==> src/rtl/fetch_unit_pkg.sv <==
// Shared types for the fetch stage and the fetch->decode payload interface.
package pack;

  localparam logic [31:0] RESET_VECTOR_DEFAULT = 32'h0000_0000;

  typedef struct packed {
    logic stall;
    logic flush;
  } control;

  typedef struct packed {
    logic [31:0] instruction;
    logic [31:0] programCounter;
    logic [31:0] programCounterPlus4;
    logic        valid;
  } fetchDecodePayload_;

  // Tag kept for each request still waiting on memory.
  typedef struct packed {
    logic [31:0] programCounter;
    logic        epoch;
  } fetchTag_;

  // Returned instruction waiting to enter the payload register.
  typedef struct packed {
    logic [31:0] instruction;
    logic [31:0] programCounter;
    logic [31:0] programCounterPlus4;
  } fetchEntry_;

endpackage

==> src/rtl/fetch_unit_fifo.sv <==
// Synchronous FIFO with clear and occupancy count. DEPTH must be a power of 2
// so the pointers wrap naturally.
module fetch_fifo #(
  parameter int unsigned WIDTH = 32,
  parameter int unsigned DEPTH = 4,
  localparam int unsigned AW   = $clog2(DEPTH)
) (
  input  logic             clock,
  input  logic             reset,
  input  logic             clear,
  input  logic             push,
  input  logic [WIDTH-1:0] pushData,
  input  logic             pop,
  output logic [WIDTH-1:0] popData,
  output logic [AW:0]      count,
  output logic             full,
  output logic             empty
);

  localparam logic [AW:0] FULL_COUNT = DEPTH[AW:0];

  logic [WIDTH-1:0] storage [DEPTH];
  logic [AW-1:0]    writePointer;
  logic [AW-1:0]    readPointer;
  logic             doPush;
  logic             doPop;

  assign full    = (count == FULL_COUNT);
  assign empty   = (count == '0);
  assign doPush  = push && !full;
  assign doPop   = pop && !empty;
  assign popData = storage[readPointer];

  // Pointer and occupancy tracking; clear empties the queue without touching storage.
  always_ff @(posedge clock) begin
    if (reset || clear) begin
      writePointer <= '0;
      readPointer  <= '0;
      count        <= '0;
    end else begin
      if (doPush) writePointer <= writePointer + 1'b1;
      if (doPop)  readPointer  <= readPointer + 1'b1;
      count <= count + {{AW{1'b0}}, doPush} - {{AW{1'b0}}, doPop};
    end
  end

  // Entry storage; stale contents are harmless because count governs visibility.
  always_ff @(posedge clock) begin
    if (doPush) storage[writePointer] <= pushData;
  end

endmodule

==> src/rtl/fetch_unit.sv <==
// Instruction fetch: PC, request issue under credit, epoch-filtered response
// capture and the fetch->decode payload register.
module fetch_unit
  import pack::*;
#(
  parameter logic [31:0] RESET_VECTOR = RESET_VECTOR_DEFAULT,
  parameter int unsigned FETCH_DEPTH  = 4
) (
  input  logic               clock,
  input  logic               reset,
  input  control             fetchDecodeControl,
  input  logic               redirectValid,
  input  logic [31:0]        redirectTarget,
  output logic               imemRequestValid,
  input  logic               imemRequestReady,
  output logic [31:0]        imemAddress,
  input  logic               imemResponseValid,
  input  logic [31:0]        imemResponseData,
  output fetchDecodePayload_ fetchDecodePayload
);

  localparam int unsigned CW          = $clog2(FETCH_DEPTH);
  localparam logic [CW+1:0] DEPTH_LIMIT = FETCH_DEPTH[CW+1:0];

  logic [31:0] fetchPC;
  logic        epoch;

  fetchTag_    inFlightPushData;
  fetchTag_    inFlightHead;
  logic [CW:0] inFlightCount;
  logic        inFlightFull;
  logic        inFlightEmpty;

  fetchEntry_  bufferPushData;
  fetchEntry_  bufferHead;
  logic [CW:0] bufferCount;
  logic        bufferFull;
  logic        bufferEmpty;

  logic [CW+1:0] outstanding;
  logic          requestAccepted;
  logic          responseAccepted;
  logic          keepResponse;
  logic          advance;
  logic          bufferPop;

  // Buffered entries count against credit so the response buffer can never overflow.
  assign outstanding      = {1'b0, inFlightCount} + {1'b0, bufferCount};
  assign imemRequestValid = !reset && !redirectValid && !inFlightFull &&
                            (outstanding < DEPTH_LIMIT);
  assign imemAddress      = fetchPC;
  assign requestAccepted  = imemRequestValid && imemRequestReady;

  // An empty in-flight FIFO means the response predates the last reset.
  assign responseAccepted = imemResponseValid && !inFlightEmpty;
  assign keepResponse     = responseAccepted && !redirectValid && !bufferFull &&
                            (inFlightHead.epoch == epoch);

  assign advance   = !redirectValid && !fetchDecodeControl.flush && !fetchDecodeControl.stall;
  assign bufferPop = advance && !bufferEmpty;

  assign inFlightPushData = '{programCounter: fetchPC, epoch: epoch};
  assign bufferPushData   = '{instruction:         imemResponseData,
                              programCounter:      inFlightHead.programCounter,
                              programCounterPlus4: inFlightHead.programCounter + 32'd4};

  fetch_fifo #(
    .WIDTH($bits(fetchTag_)),
    .DEPTH(FETCH_DEPTH)
  ) inFlightFifo (
    .clock   (clock),
    .reset   (reset),
    .clear   (1'b0),
    .push    (requestAccepted),
    .pushData(inFlightPushData),
    .pop     (responseAccepted),
    .popData (inFlightHead),
    .count   (inFlightCount),
    .full    (inFlightFull),
    .empty   (inFlightEmpty)
  );

  fetch_fifo #(
    .WIDTH($bits(fetchEntry_)),
    .DEPTH(FETCH_DEPTH)
  ) responseBuffer (
    .clock   (clock),
    .reset   (reset),
    .clear   (redirectValid),
    .push    (keepResponse),
    .pushData(bufferPushData),
    .pop     (bufferPop),
    .popData (bufferHead),
    .count   (bufferCount),
    .full    (bufferFull),
    .empty   (bufferEmpty)
  );

  // PC and epoch: redirect retargets and flips the epoch, otherwise step on accept.
  always_ff @(posedge clock) begin
    if (reset) begin
      fetchPC <= RESET_VECTOR;
      epoch   <= 1'b0;
    end else if (redirectValid) begin
      fetchPC <= {redirectTarget[31:2], 2'b00};
      epoch   <= ~epoch;
    end else if (requestAccepted) begin
      fetchPC <= fetchPC + 32'd4;
    end
  end

  // Payload register: reset > redirect/flush > stall > advance (head or bubble).
  always_ff @(posedge clock) begin
    if (reset) begin
      fetchDecodePayload <= '0;
    end else if (redirectValid || fetchDecodeControl.flush) begin
      fetchDecodePayload.valid       <= 1'b0;
      fetchDecodePayload.instruction <= '0;
    end else if (fetchDecodeControl.stall) begin
      fetchDecodePayload <= fetchDecodePayload;
    end else if (!bufferEmpty) begin
      fetchDecodePayload <= '{instruction:         bufferHead.instruction,
                              programCounter:      bufferHead.programCounter,
                              programCounterPlus4: bufferHead.programCounterPlus4,
                              valid:               1'b1};
    end else begin
      fetchDecodePayload <= '0;
    end
  end

endmodule

==> config.mk <==
export PLATFORM = sky130hd
export DESIGN_NAME = fetch_unit
export DESIGN_NICKNAME = d
export VERILOG_FILES = /design/src/rtl/fetch_unit_pkg.sv /design/src/rtl/fetch_unit_fifo.sv /design/src/rtl/fetch_unit.sv
export SDC_FILE = /design/constraint.sdc
export NUM_CORES = 1
export LEC_CHECK = 0
export BUFFER_PORTS_ARGS = -buffer_cell sky130_fd_sc_hd__buf_2
export CAP_MARGIN = 25
export CORE_MARGIN = 2
export CORE_UTILIZATION = 59
export DETAILED_ROUTE_END_ITERATION = 8
export GPL_ROUTABILITY_DRIVEN = 0
export PLACE_DENSITY_LB_ADDON = 0.1
export SYNTH_ARGS = -nofsm -noshare
export SYNTH_HDL_FRONTEND = slang
export SYNTH_SLANG_ARGS = --single-unit
==> constraint.sdc <==
create_clock -name clock -period 5.8 [get_ports clock]
set_input_delay 0.29 -clock clock [delete_from_list [all_inputs] [get_ports clock]]
set_output_delay 0.29 -clock clock [all_outputs]
set_load 0.01 [all_outputs]
==> metrics.csv, run 1 <==
stage;metric;value;unit
timing;time the final worst path needs with I/O delays and setup;3563;ps
clock_tree;clk sinks;634;
clock_tree;number of H-tree levels;2;
power;power density of the placed cells;364.3;nW/um2
worst_setup_path;end of the worst register-to-register path;responseBuffer.storage[3][73];
yosys;number of synthesized register bits;634;
drt;post-detailed-route wirelength per cell;21.92;um
clock_tree;CTS tree;done;
yosys;netlist area before placement;24030;um2
global_routing;met1 routing resource usage after global routing;0.3141;
yosys;leading post-synthesis cells by instance count;edfxtp_1, dfxtp_1, nor2_1;
floorplanning;row cnt;73;
power;highest ir drop seen on vdd;0.2478;mV
worst_setup_path;Crit Path Category;reg -> reg;
floorplanning;top-level I/O count;201;
timing;max-slew headroom at the worst pin;0.3634;
worst_setup_path;CP peak stage delay;630;ps
yosys;distinct cell type count after synthesis;56;
clock_tree;Clock Root Buffer;clkbuf_16;
timing;pins over their slew limit;0;
drt;Residual DRC;0;
clock_tree;CTS buffer count;60;
global_routing;final global-route overflow total;0;
worst_setup_path;setup slack of the most critical reg-to-reg path;2240;ps
global_routing;antenna violations before repair;0;
drt;Antenna Nets Post-Route;0;
global_routing;Overall Global Routing Usage;0.2332;
yosys;area share of the largest cell type after synthesis;0.6148;
worst_setup_path;largest fanout on the critical path;43;
timing;share of the clock period used by the worst path;0.6143;
worst_setup_path;critical path, cell by cell;buf_4, mux4_2, xnor2_1, nand3_1, inv_1, and2_4, buf_4;
worst_setup_path;Buf/Inv on CP;3;
worst_setup_path;category of cells accounting for the largest share of critical-path delay;buffers and inverters;
timing;clk_skew;13.52;ps
global_routing;M3 GR Usage;0.04292;
drt;number of violations reported at the end of detailed-routing iteration 0;1152;
clock_tree;Max Root-Sink Buffers;3;
global_routing;wire length of the first global-routing pass;74310;um
yosys;mean instance size in the synthesized netlist;17.53;um2
global_routing;maximum number of pins on one net before global-route repair;93;
worst_setup_path;Critical-path top delay cell;and2_4;
placement;Final HPWL DP;28030;um
floorplanning;Die X-Extent;205.8;um
timing;worst slew pin tran;954.9;ps
clock_tree;CTS Hold Buffers Added;61;
timing;top achievable clock speed;280.7;MHz
yosys;number of enable-type register cells in the synthesized netlist;492;
flow_run;max capacitance violation total;0;
cells_and_area;# diodes;0;
clock_tree;clock-pin slew reported for the worst setup and hold paths after clock tree synthesis;60;ps
floorplanning;area of the die;42360;um2
drt;number of detailed-routing iterations run before antenna repair;5;
worst_hold_path;worst hold path class;in -> reg;
power;total power draw;0.01025;W
drt;vias post-DR;13060;
cells_and_area;Layout Area Growth over Synthesis;17.06;%
yosys;share of synthesized flip-flops with an asynchronous set or reset;0;
floorplanning;initial cell density of the core;0.6006;
floorplanning;Core Region;40010;um2
floorplanning;die outline height;205.8;um
global_routing;GR Util met2;0.3951;
worst_setup_path;kind of end point of the critical path;register;
global_routing;vias in the first global route;13060;
worst_setup_path;Data arrival, critical path;3820;ps
drt;vias per cell;5.922;
worst_setup_path;cell seen most often among critical-path stages;buf_4;
timing;Final Hold Viols;0;
worst_setup_path;required time of the critical path;6060;ps
timing;setup_tns;0;ps
yosys;commonest register cell after synthesis;edfxtp_1;
timing;final-layout worst hold slack;70.54;ps
yosys;most instantiated library cell after synthesis;edfxtp_1;
worst_setup_path;startpoint class of the critical path;register;
power;cell leakage power;9.531;nW
drt;drt total wl;48340;um
yosys;sequential share of the synthesized area;0.7331;
clock_tree;Setup Buffers After CTS;0;
clock_tree;Resized cells post-CTS;0;
cells_and_area;final-layout fill cell count;2603;
placement;IO buf count;192;
timing;final setup fails;0;
yosys;Cells after Synth;1371;
timing;setup repair after global routing missed its margin;false;
clock_tree;insertion delay to the later sink of the worst-skew pair;610;ps
worst_setup_path;number of cells traversed by the worst register-to-register path;7;
global_routing;layer with the highest usage after global routing;met2;
yosys;synthesis warning total;0;
worst_hold_path;instance count along the most critical hold path;3;
cells_and_area;share of layout cells above drive strength 1;0.2685;
yosys;cell taking the most area after synthesis;edfxtp_1;
worst_hold_path;Hold EP;imemAddress[28];
status;result of the run;finished, final reports clean;
yosys;Area contributors post-synth;edfxtp_1, dfxtp_1, mux4_2;
cells_and_area;Layout Nets;1717;
worst_hold_path;source of the worst hold timing path;redirectTarget[28];
flip-flops by register name (all words and copies together), names as in the netlist, named ones only:
name                         cells
responseBuffer.writePointer      2
responseBuffer.count             3
responseBuffer.storage         368
responseBuffer.readPointer       2
imemAddress                     30
inFlightFifo.writePointer        2
fetchDecodePayload              93
inFlightFifo.storage           124
inFlightFifo.count               3
epoch                            1
inFlightFifo.readPointer         2
per-layer routing:
metal	up-vias	wire [um]
li1	5908	-
met1	6662	20420
met2	411	24000
met3	76	2849
met4	0	1074
met5	-	0
worst max-delay path by stage:
| stage | end | slack [ps] | cells after the start |
|---|---|---|---|
| finish | responseBuffer.storage[3][73] | 2240 | 7 |
| floorplan | responseBuffer.storage[0][10] | 1520 | 8 |
| detailed placement | responseBuffer.storage[3][85] | 2100 | 7 |
| global placement | responseBuffer.storage[3][87] | 2130 | 7 |
| global route | responseBuffer.storage[3][73] | 1910 | 7 |
| CTS | responseBuffer.storage[3][67] | 2110 | 7 |
logic make-up (layout without fill, tap and decap cells):
logic type / count (synthesis) / after routing / share of synthesized area
other: 1 / 6 / 0.0001561
flip-flops: 634 / 634 / 0.7331
XOR/XNOR: 45 / 45 / 0.01640
buffers and inverters: 104 / 408 / 0.01979
adder cells (fa/ha/maj): 18 / 18 / 0.009997
AND/OR/NAND/NOR: 275 / 275 / 0.05410
multiplexers: 127 / 127 / 0.1175
AO/OA/AOI/OAI: 167 / 167 / 0.04889
per-stage QoR:
step                cells  worst slack [ps]  instance area, um2  utilization
finish               2205              2237               28130       0.7031
global route         2205              1911               28130       0.7031
CTS                  2205              2105               28130       0.7031
detailed placement   2030              2097               25490       0.6371
global placement     2030              2132               25490       0.6371
floorplan            1376              1517               24050            -
where the power goes:
part           leakage (nW)  internal, W  switching, W
logic                  2.91     0.000405      0.000636
clock network          1.01      0.00230       0.00160
registers              5.61      0.00522     0.0000838
total                  9.53      0.00793       0.00232
placed cells by master, fill, tap and decap left out, types with 5 or more instances in the layout:
cell type | Yosys | layout
a21o_1 | 6 | 6
mux4_2 | 120 | 120
clkbuf_8 | 0 | 18
nor3_1 | 10 | 10
clkbuf_1 | 54 | 13
dlygate4sd3_1 | 0 | 61
buf_2 | 3 | 191
edfxtp_1 | 492 | 492
clkbuf_16 | 0 | 63
ha_1 | 16 | 16
o21ai_0 | 9 | 9
a31oi_1 | 5 | 5
inv_1 | 22 | 22
nand3_1 | 22 | 22
a21oi_1 | 26 | 26
and3_1 | 10 | 6
nor4_1 | 6 | 6
a22oi_1 | 94 | 94
clkinv_2 | 0 | 11
nand4_1 | 13 | 13
nand2_1 | 40 | 40
or3_1 | 6 | 5
xnor2_1 | 31 | 31
nor2_1 | 139 | 137
conb_1 | 1 | 6
dfxtp_1 | 142 | 139
clkinv_1 | 0 | 5
a221oi_1 | 6 | 6
buf_4 | 9 | 16
xor2_1 | 14 | 14
area by class of cell:
class	count	area [um2]	share of cell area
Sequential cell	634	17630	0.6266
Multi-Input combinational cell	638	5982	0.2127
Clock buffer	94	1873	0.06659
Timing Repair Buffer	271	1747	0.06210
Tap cell	525	656.9	0.02335
Clock inverter	20	157.7	0.005605
Inverter	23	86.33	0.003069
worst min-delay path: stages:
cell and delay [ps]:
buf_2 80, a22oi_1 80, a31oi_1 180
No activity file was read; power rests on OpenSTA's default activity.
==> run 2: changes to the inputs <==
--- a/config.mk
+++ b/config.mk
@@ -8,7 +8,7 @@
 export BUFFER_PORTS_ARGS = -buffer_cell sky130_fd_sc_hd__buf_2
 export CAP_MARGIN = 25
 export CORE_MARGIN = 2
-export CORE_UTILIZATION = 59
+export CORE_UTILIZATION = 54
 export DETAILED_ROUTE_END_ITERATION = 8
 export GPL_ROUTABILITY_DRIVEN = 0
 export PLACE_DENSITY_LB_ADDON = 0.1
==> constraint.sdc (replaced) <==
create_clock -name clock -period 3 [get_ports clock]
set_input_delay 0.15 -clock clock [delete_from_list [all_inputs] [get_ports clock]]
set_output_delay 0.15 -clock clock [all_outputs]
set_load 0.01 [all_outputs]
==> run 2 against run 1 <==
Wire length increased by 4.9%. Maximum frequency rose by 28%. Flip-flop and latch count unchanged. Sequential power up 94%. First-iteration DRC count fell by 13%. Setup slack worse by 2000 ps. Clock power rose by 99%. Clock-buffer cell count increased by 8. Critical path depth is 2 higher. Combinational power rose by 120%. Register-to-register slack worse by 2000 ps. Largest power group unchanged.
==> metrics.csv, run 2 (synthesized netlist as in run 1, its figures left out) <==
stage;metric;value;unit;change
floorplanning;die outline height;214.9;um;+4.4%
timing;share of the clock period used by the worst path;0.9244;;+0.3102
worst_setup_path;critical register-to-register path startpoint;inFlightFifo.count[2];;
drt;vias per cell;5.716;;-3.5%
worst_hold_path;instance count along the most critical hold path;4;;+1
cells_and_area;most common cell after layout, fill and taps aside;edfxtp_1;;
timing;top achievable clock speed;360.6;MHz;+28%
cells_and_area;final-layout fill cell count;3035;;+17%
clock_tree;Max Root-Sink Buffers;3;;unchanged
timing;worst slew pin tran;802.3;ps;-152.5 ps
drt;vias post-DR;13350;;+2.2%
worst_setup_path;end of the worst register-to-register path;imemAddress[31];;
cells_and_area;# diodes;0;;unchanged
cells_and_area;Layout Area Growth over Synthesis;20.87;%;
drt;number of detailed-routing iterations run before antenna repair;5;;unchanged
timing;worst setup slack after layout;226.7;ps;-2011 ps
floorplanning;Core Region;44030;um2;+10%
power;cell leakage power;9.920;nW;+4.1%
timing;Final Hold Viols;0;;unchanged
cells_and_area;Reg with most FFs;responseBuffer.storage;;
power;total power draw;0.02029;W;+98%
clock_tree;CTS buffer count;66;;+10%
timing;setup repair after global routing missed its margin;false;;
worst_hold_path;Hold EP;imemAddress[8];;
floorplanning;initial cell density of the core;0.5458;;-0.05488
floorplanning;row cnt;77;;+5.5%
worst_setup_path;number of cells on the critical path;9;;+2
drt;drt total wl;50690;um;+4.9%
power;combinational power share;0.112;;+0.010
power;clock share of power;0.382;;+0.002
power;power density of the placed cells;698.4;nW/um2;+92%
timing;time the final worst path needs with I/O delays and setup;2773;ps;-789.4 ps
worst_setup_path;kind of end point of the critical path;register;;
status;result of the run;finished, final reports clean;;
drt;post-detailed-route wirelength per cell;21.71;um;-0.97%
worst_setup_path;Crit Path Category;reg -> reg;;
worst_setup_path;Buf/Inv on CP;2;;-1
cells_and_area;share of layout cells above drive strength 1;0.2874;;+0.01898
worst_setup_path;Data arrival, critical path;3260;ps;-560 ps
power;internal power;0.01566;W;+98%
cells_and_area;Layout Nets;1782;;+3.8%
cells_and_area;leading cell types in the layout, fill and taps excluded;edfxtp_1, buf_2, dfxtp_1;;
drt;Residual DRC;0;;unchanged
clock_tree;CTS tree;done;;
power;fraction of power spent switching nets;0.2279;;+0.001495
drt;Antenna Nets Post-Route;0;;unchanged
placement;Final HPWL DP;31360;um;+12%
power;highest ir drop seen on vdd;0.3945;mV;+59%
worst_setup_path;CP peak stage delay;500;ps;-130 ps
global_routing;maximum number of pins on one net before global-route repair;63;;-32%
drt;number of violations reported at the end of detailed-routing iteration 0;999;;-13%
floorplanning;top-level I/O count;201;;unchanged
placement;IO buf count;192;;unchanged
timing;max-slew headroom at the worst pin;0.4651;;+0.1017
floorplanning;Die X-Extent;214.9;um;+4.4%
global_routing;antenna violations before repair;0;;unchanged
worst_setup_path;category of cells accounting for the largest share of critical-path delay;simple AND/OR/NAND/NOR gates;;
worst_setup_path;required time of the critical path;3490;ps;-2570 ps
worst_setup_path;setup slack of the most critical reg-to-reg path;230;ps;-2010 ps
worst_hold_path;source of the worst hold timing path;imemRequestReady;;
global_routing;wire length of the first global-routing pass;78180;um;+5.2%
timing;pins over their slew limit;0;;unchanged
floorplanning;area of the die;46200;um2;+9.1%
clock_tree;insertion delay to the later sink of the worst-skew pair;570;ps;-40 ps
global_routing;Overall Global Routing Usage;0.2217;;-0.01156
worst_setup_path;startpoint class of the critical path;register;;
worst_setup_path;largest fanout on the critical path;14;;-67%
global_routing;final global-route overflow total;0;;unchanged
worst_hold_path;worst hold path class;in -> reg;;
worst_setup_path;Critical-path top delay cell;or4_4;;
worst_setup_path;number of cells traversed by the worst register-to-register path;9;;+2
cells_and_area;registers with the most flip-flops;responseBuffer.storage (368), inFlightFifo.storage (124), fetchDecodePayload (93);;
clock_tree;Clock Root Buffer;clkbuf_16;;
cells_and_area;flip-flop count of the largest register, all copies and words added;368;;unchanged
clock_tree;clock-pin slew reported for the worst setup and hold paths after clock tree synthesis;60;ps;about the same
timing;final setup fails;0;;unchanged
flow_run;max capacitance violation total;0;;unchanged
placement;placement-stage worst setup slack;158.2;ps;-1939 ps
clock_tree;number of H-tree levels;3;;+1
power;sequential share of power;0.506;;-0.012
timing;clk_skew;18.91;ps;+5.393 ps
power;Net Switching;0.004622;W;+99%
clock_tree;clk sinks;634;;unchanged
global_routing;vias in the first global route;13530;;+3.6%
worst_setup_path;critical path, cell by cell;ha_1, or4_4, nor4_4, nand2_2, inv_2, buf_4, nand3_1, or3_1, a311oi_1;;
run 2: changes by cell type in the layout (fill, tap and decap cells not counted), moves of 4 or more:
| cell | before | now |
|---|---|---|
| clkbuf_16 | 63 | 69 |
| buf_4 | 16 | 48 |
| buf_12 | 3 | 29 |
| and3_2 | 4 | 0 |
| clkbuf_8 | 18 | 8 |
| clkbuf_1 | 13 | 25 |
| and3_1 | 6 | 10 |
| clkinv_2 | 11 | 3 |
run 2: metrics by stage:
| step | instance area, um2 | cells | utilization | setup TNS, ps | hold slack (ps) |
|---|---|---|---|---|---|
| after floorplan | 24070 | 1376 | - | -97220 | 248.9 |
| after global placement | 26330 | 2154 | 0.5980 | 0 | 363.3 |
| after detailed placement | 26340 | 2155 | 0.5981 | 0 | 373.7 |
| after CTS | 29020 | 2335 | 0.6590 | 0 | 84.31 |
| after global routing | 29040 | 2335 | 0.6597 | 0 | 141.0 |
| final | 29040 | 2335 | 0.6597 | 0 | 114.2 |
run 2: cell type report:
class                           instances  area, um2  share of cell area
Multi-Input combinational cell        638       6013              0.2070
Tap cell                              592      740.7             0.02550
Clock buffer                          102       1931             0.06647
Sequential cell                       634      17630              0.6069
Inverter                               23      86.33            0.002972
Clock inverter                         16      130.1            0.004480
Timing Repair Buffer                  330       2517             0.08668
run 2: worst max-delay path by stage:
stage / startpoint / end / slack (ps)
after floorplan: register / responseBuffer.storage[0][10] / -260
after global placement: register / responseBuffer.storage[0][22] / 220
after detailed placement: register / responseBuffer.storage[1][21] / 160
after CTS: register / responseBuffer.storage[1][21] / 150
after global routing: register / responseBuffer.storage[2][31] / 4
final: inFlightFifo.count[2] / imemAddress[31] / 230
run 2: worst min-delay path, stage by stage:
cell	delay [ps]
buf_2	140
a21oi_1	110
o21ai_1	140
a31oi_1	80
run 2: power groups by stage:
| stage | sequential [W] | combinational [W] | clock (W) |
|---|---|---|---|
| 2_1_floorplan | 0.0104 | 0.00144 | 0 |
| 3_5_place_dp | 0.0105 | 0.00220 | 0 |
| 6_report | 0.0103 | 0.00227 | 0.00775 |
| 4_1_cts | 0.0103 | 0.00227 | 0.00794 |
| 3_3_place_gp | 0.0104 | 0.00214 | 0 |
| 5_1_grt | 0.0103 | 0.00247 | 0.00829 |
run 2: routing by layer:
layer / wire (um) / track usage / vias to the layer above
met5: 0 / 0 / -
met4: 1108 / 0.06991 / 0
met3: 2555 / 0.03496 / 74
met2: 25070 / 0.3674 / 387
met1: 21960 / 0.3055 / 6832
li1: - / - / 6055
run 2: repair_timing:
| action | CTS | global route |
|---|---|---|
| setup buffers | 0 | 0 |
| endpoints found under the hold margin | 158 | 0 |
| hold buffers | 62 | 0 |
| endpoints found under the setup margin | 0 | 16 |
| gates resized for setup | 0 | 4 |
==> run 3: changes to the inputs <==
--- a/config.mk
+++ b/config.mk
@@ -12,6 +12,7 @@
 export DETAILED_ROUTE_END_ITERATION = 8
 export GPL_ROUTABILITY_DRIVEN = 0
 export PLACE_DENSITY_LB_ADDON = 0.1
+export RECOVER_POWER = 25
 export SYNTH_ARGS = -nofsm -noshare
 export SYNTH_HDL_FRONTEND = slang
 export SYNTH_SLANG_ARGS = --single-unit
==> constraint.sdc (replaced) <==
create_clock -name clock -period 3 [get_ports clock]
set_input_delay 0.45 -clock clock [delete_from_list [all_inputs] [get_ports clock]]
set_output_delay 0.45 -clock clock [all_outputs]
set_load 0.01 [all_outputs]
==> run 3 against run 2 <==
Non-clock buffer count is 68 lower. Design area decreased by 2.9%. First-iteration DRC count rose by 20%. The flow now finishes with violations (capacitance limit, slew limit). Final cell count is 3.0% lower. Largest power group unchanged.
==> metrics.csv, run 3 (synthesized netlist as in run 1, its figures left out) <==
stage;metric;value;unit;change
status;result of the run;finished with violations;;
status;failing checks;capacitance limit, slew limit;;
floorplanning;top-level I/O count;201;;unchanged
global_routing;vias in the first global route;13200;;-2.5%
placement;Final HPWL DP;30550;um;-2.6%
floorplanning;die outline height;214.9;um;unchanged
clock_tree;CTS Hold Buffers Added;0;;-100%
worst_setup_path;CP peak stage delay;490;ps;about the same
floorplanning;Die X-Extent;214.9;um;unchanged
floorplanning;row cnt;77;;unchanged
placement;Post-DP Area;26200;um2;-0.50%
cells_and_area;registers with the most flip-flops;responseBuffer.storage (368), inFlightFifo.storage (124), fetchDecodePayload (93);;
cells_and_area;most common cell after layout, fill and taps aside;edfxtp_1;;
clock_tree;clock-pin slew reported for the worst setup and hold paths after clock tree synthesis;60;ps;about the same
drt;drt total wl;49970;um;-1.4%
global_routing;final global-route overflow total;0;;unchanged
timing;top achievable clock speed;357.2;MHz;-0.95%
worst_setup_path;Buf/Inv on CP;2;;unchanged
worst_setup_path;largest fanout on the critical path;6;;-8
worst_hold_path;source of the worst hold timing path;imemResponseData[19];;
timing;worst slew pin tran;1637;ps;+834.5 ps
cells_and_area;leading cell types in the layout, fill and taps excluded;edfxtp_1, dfxtp_1, nor2_1;;
timing;final-layout worst hold slack;91.86;ps;-22.34 ps
clock_tree;Resized cells post-CTS;0;;unchanged
global_routing;maximum number of pins on one net before global-route repair;69;;+9.5%
timing;share of the clock period used by the worst path;0.9333;;+0.008857
cells_and_area;flip-flop count of the largest register, all copies and words added;368;;unchanged
placement;IO buf count;192;;unchanged
power;highest ir drop seen on vdd;0.4376;mV;+11%
power;cell leakage power;9.333;nW;-5.9%
worst_hold_path;Hold EP;responseBuffer.storage[1][83];;
power;power density of the placed cells;717.2;nW/um2;+2.7%
drt;number of violations reported at the end of detailed-routing iteration 0;1196;;+20%
clock_tree;number of H-tree levels;2;;-1
drt;vias post-DR;13060;;-2.2%
worst_setup_path;startpoint class of the critical path;register;;
global_routing;Overall Global Routing Usage;0.2183;;-0.003366
timing;clk_skew;22.92;ps;+4.008 ps
floorplanning;initial cell density of the core;0.5458;;unchanged
placement;total placed cells including tap cells;2149;;-0.28%
cells_and_area;Layout Nets;1709;;-4.1%
drt;number of detailed-routing iterations run before antenna repair;5;;unchanged
timing;Final Hold Viols;0;;unchanged
cells_and_area;final standard cell utilization of the core;0.6402;;-0.01944
clock_tree;clk sinks;634;;unchanged
global_routing;wire length of the first global-routing pass;77160;um;-1.3%
drt;vias per cell;5.765;;+0.84%
worst_hold_path;worst hold path class;in -> reg;;
timing;final setup fails;0;;unchanged
timing;setup repair after global routing missed its margin;false;;
worst_setup_path;kind of end point of the critical path;primary output;;
worst_setup_path;Critical-path top delay cell;or4_4;;
worst_hold_path;instance count along the most critical hold path;1;;-3
clock_tree;CTS tree;done;;
clock_tree;Setup Buffers After CTS;0;;unchanged
clock_tree;Max Root-Sink Buffers;3;;unchanged
floorplanning;area of the die;46200;um2;unchanged
worst_setup_path;setup slack of the most critical reg-to-reg path;260;ps;+30 ps
floorplanning;Core Region;44030;um2;unchanged
global_routing;antenna violations before repair;1;;+1
clock_tree;Clock Root Buffer;clkbuf_16;;
timing;max-slew headroom at the worst pin;-0.09123;;-0.5563
drt;Residual DRC;0;;unchanged
clock_tree;insertion delay to the later sink of the worst-skew pair;610;ps;+40 ps
cells_and_area;share of layout cells above drive strength 1;0.2548;;-0.03265
cells_and_area;final non-filler cell area;28190;um2;-2.9%
worst_setup_path;end of the worst register-to-register path;responseBuffer.storage[0][22];;
flow_run;max capacitance violation total;1;;+1
timing;pins over their slew limit;69;;+69
worst_setup_path;category of cells accounting for the largest share of critical-path delay;simple AND/OR/NAND/NOR gates;;
worst_setup_path;Crit Path Category;reg -> out;;
cells_and_area;Layout Area Growth over Synthesis;17.31;%;
worst_setup_path;Data arrival, critical path;2350;ps;-910 ps
timing;time the final worst path needs with I/O delays and setup;2800;ps;+26.57 ps
cells_and_area;filler-free cell count of the finished design;2265;;-3.0%
drt;Antenna Nets Post-Route;0;;unchanged
clock_tree;CTS buffer count;61;;-7.6%
worst_setup_path;number of cells traversed by the worst register-to-register path;9;;unchanged
cells_and_area;Reg with most FFs;responseBuffer.storage;;
worst_setup_path;critical path, cell by cell;ha_1, or4_4, nor4_4, buf_4, buf_2;;
worst_setup_path;required time of the critical path;2550;ps;-940 ps
drt;post-detailed-route wirelength per cell;22.06;um;+1.6%
==> run 3: cell count changes in the layout (fill, tap and decap cells not counted), moves of 4 or more <==
cell           change
clkbuf_1          +64
clkbuf_16          -5
bufinv_16          +4
dlygate4sd3_1     -62
clkinv_2           +9
buf_4              -4
buf_12             -7
buf_2             -74
==> run 3: layout make-up <==
type                            count  area [um2]
Clock inverter                     32       326.6
Sequential cell                   634       17630
Fill cell                        3204       15840
Tap cell                          592       740.7
Timing Repair Buffer              262        1655
Inverter                           23       86.33
Multi-Input combinational cell    638        6008
Clock buffer                       83        1743
Antenna cell                        1       2.502
==> run 3: worst max-delay path by stage <==
stage,from,end,cells past startpoint
finish,inFlightFifo.count[2],imemRequestValid,5
global placement,register,responseBuffer.storage[0][21],7
global route,register,responseBuffer.count[2],10
detailed placement,register,responseBuffer.storage[0][21],7
floorplan,register,responseBuffer.storage[0][10],8
CTS,inFlightFifo.count[2],imemRequestValid,5
==> run 3: through the flow <==
step | worst slack (ps) | setup TNS (ps) | total power [W]
2_1_floorplan | -264.2 | -97220 | 0.01185
4_1_cts | 15.78 | 0 | 0.02041
3_3_place_gp | 238.9 | 0 | 0.01260
6_report | 200.2 | 0 | 0.02022
5_1_grt | 54.97 | 0 | 0.02095
3_5_place_dp | 186.7 | 0 | 0.01267
==> run 3: routing by layer <==
metal	global-route usage	up-vias	part of all wire
met3	0.03808	60	0.051
li1	-	5907	-
met5	0	-	0
met2	0.3656	378	0.50
met1	0.3021	6712	0.43
met4	0.05208	0	0.017
==> run 3: power by group <==
group / switching (W) / internal [W] / total (W)
clock: 0.00317 / 0.00458 / 0.00775
combinational: 0.00130 / 0.000911 / 0.00221
sequential: 0.000158 / 0.0101 / 0.0103
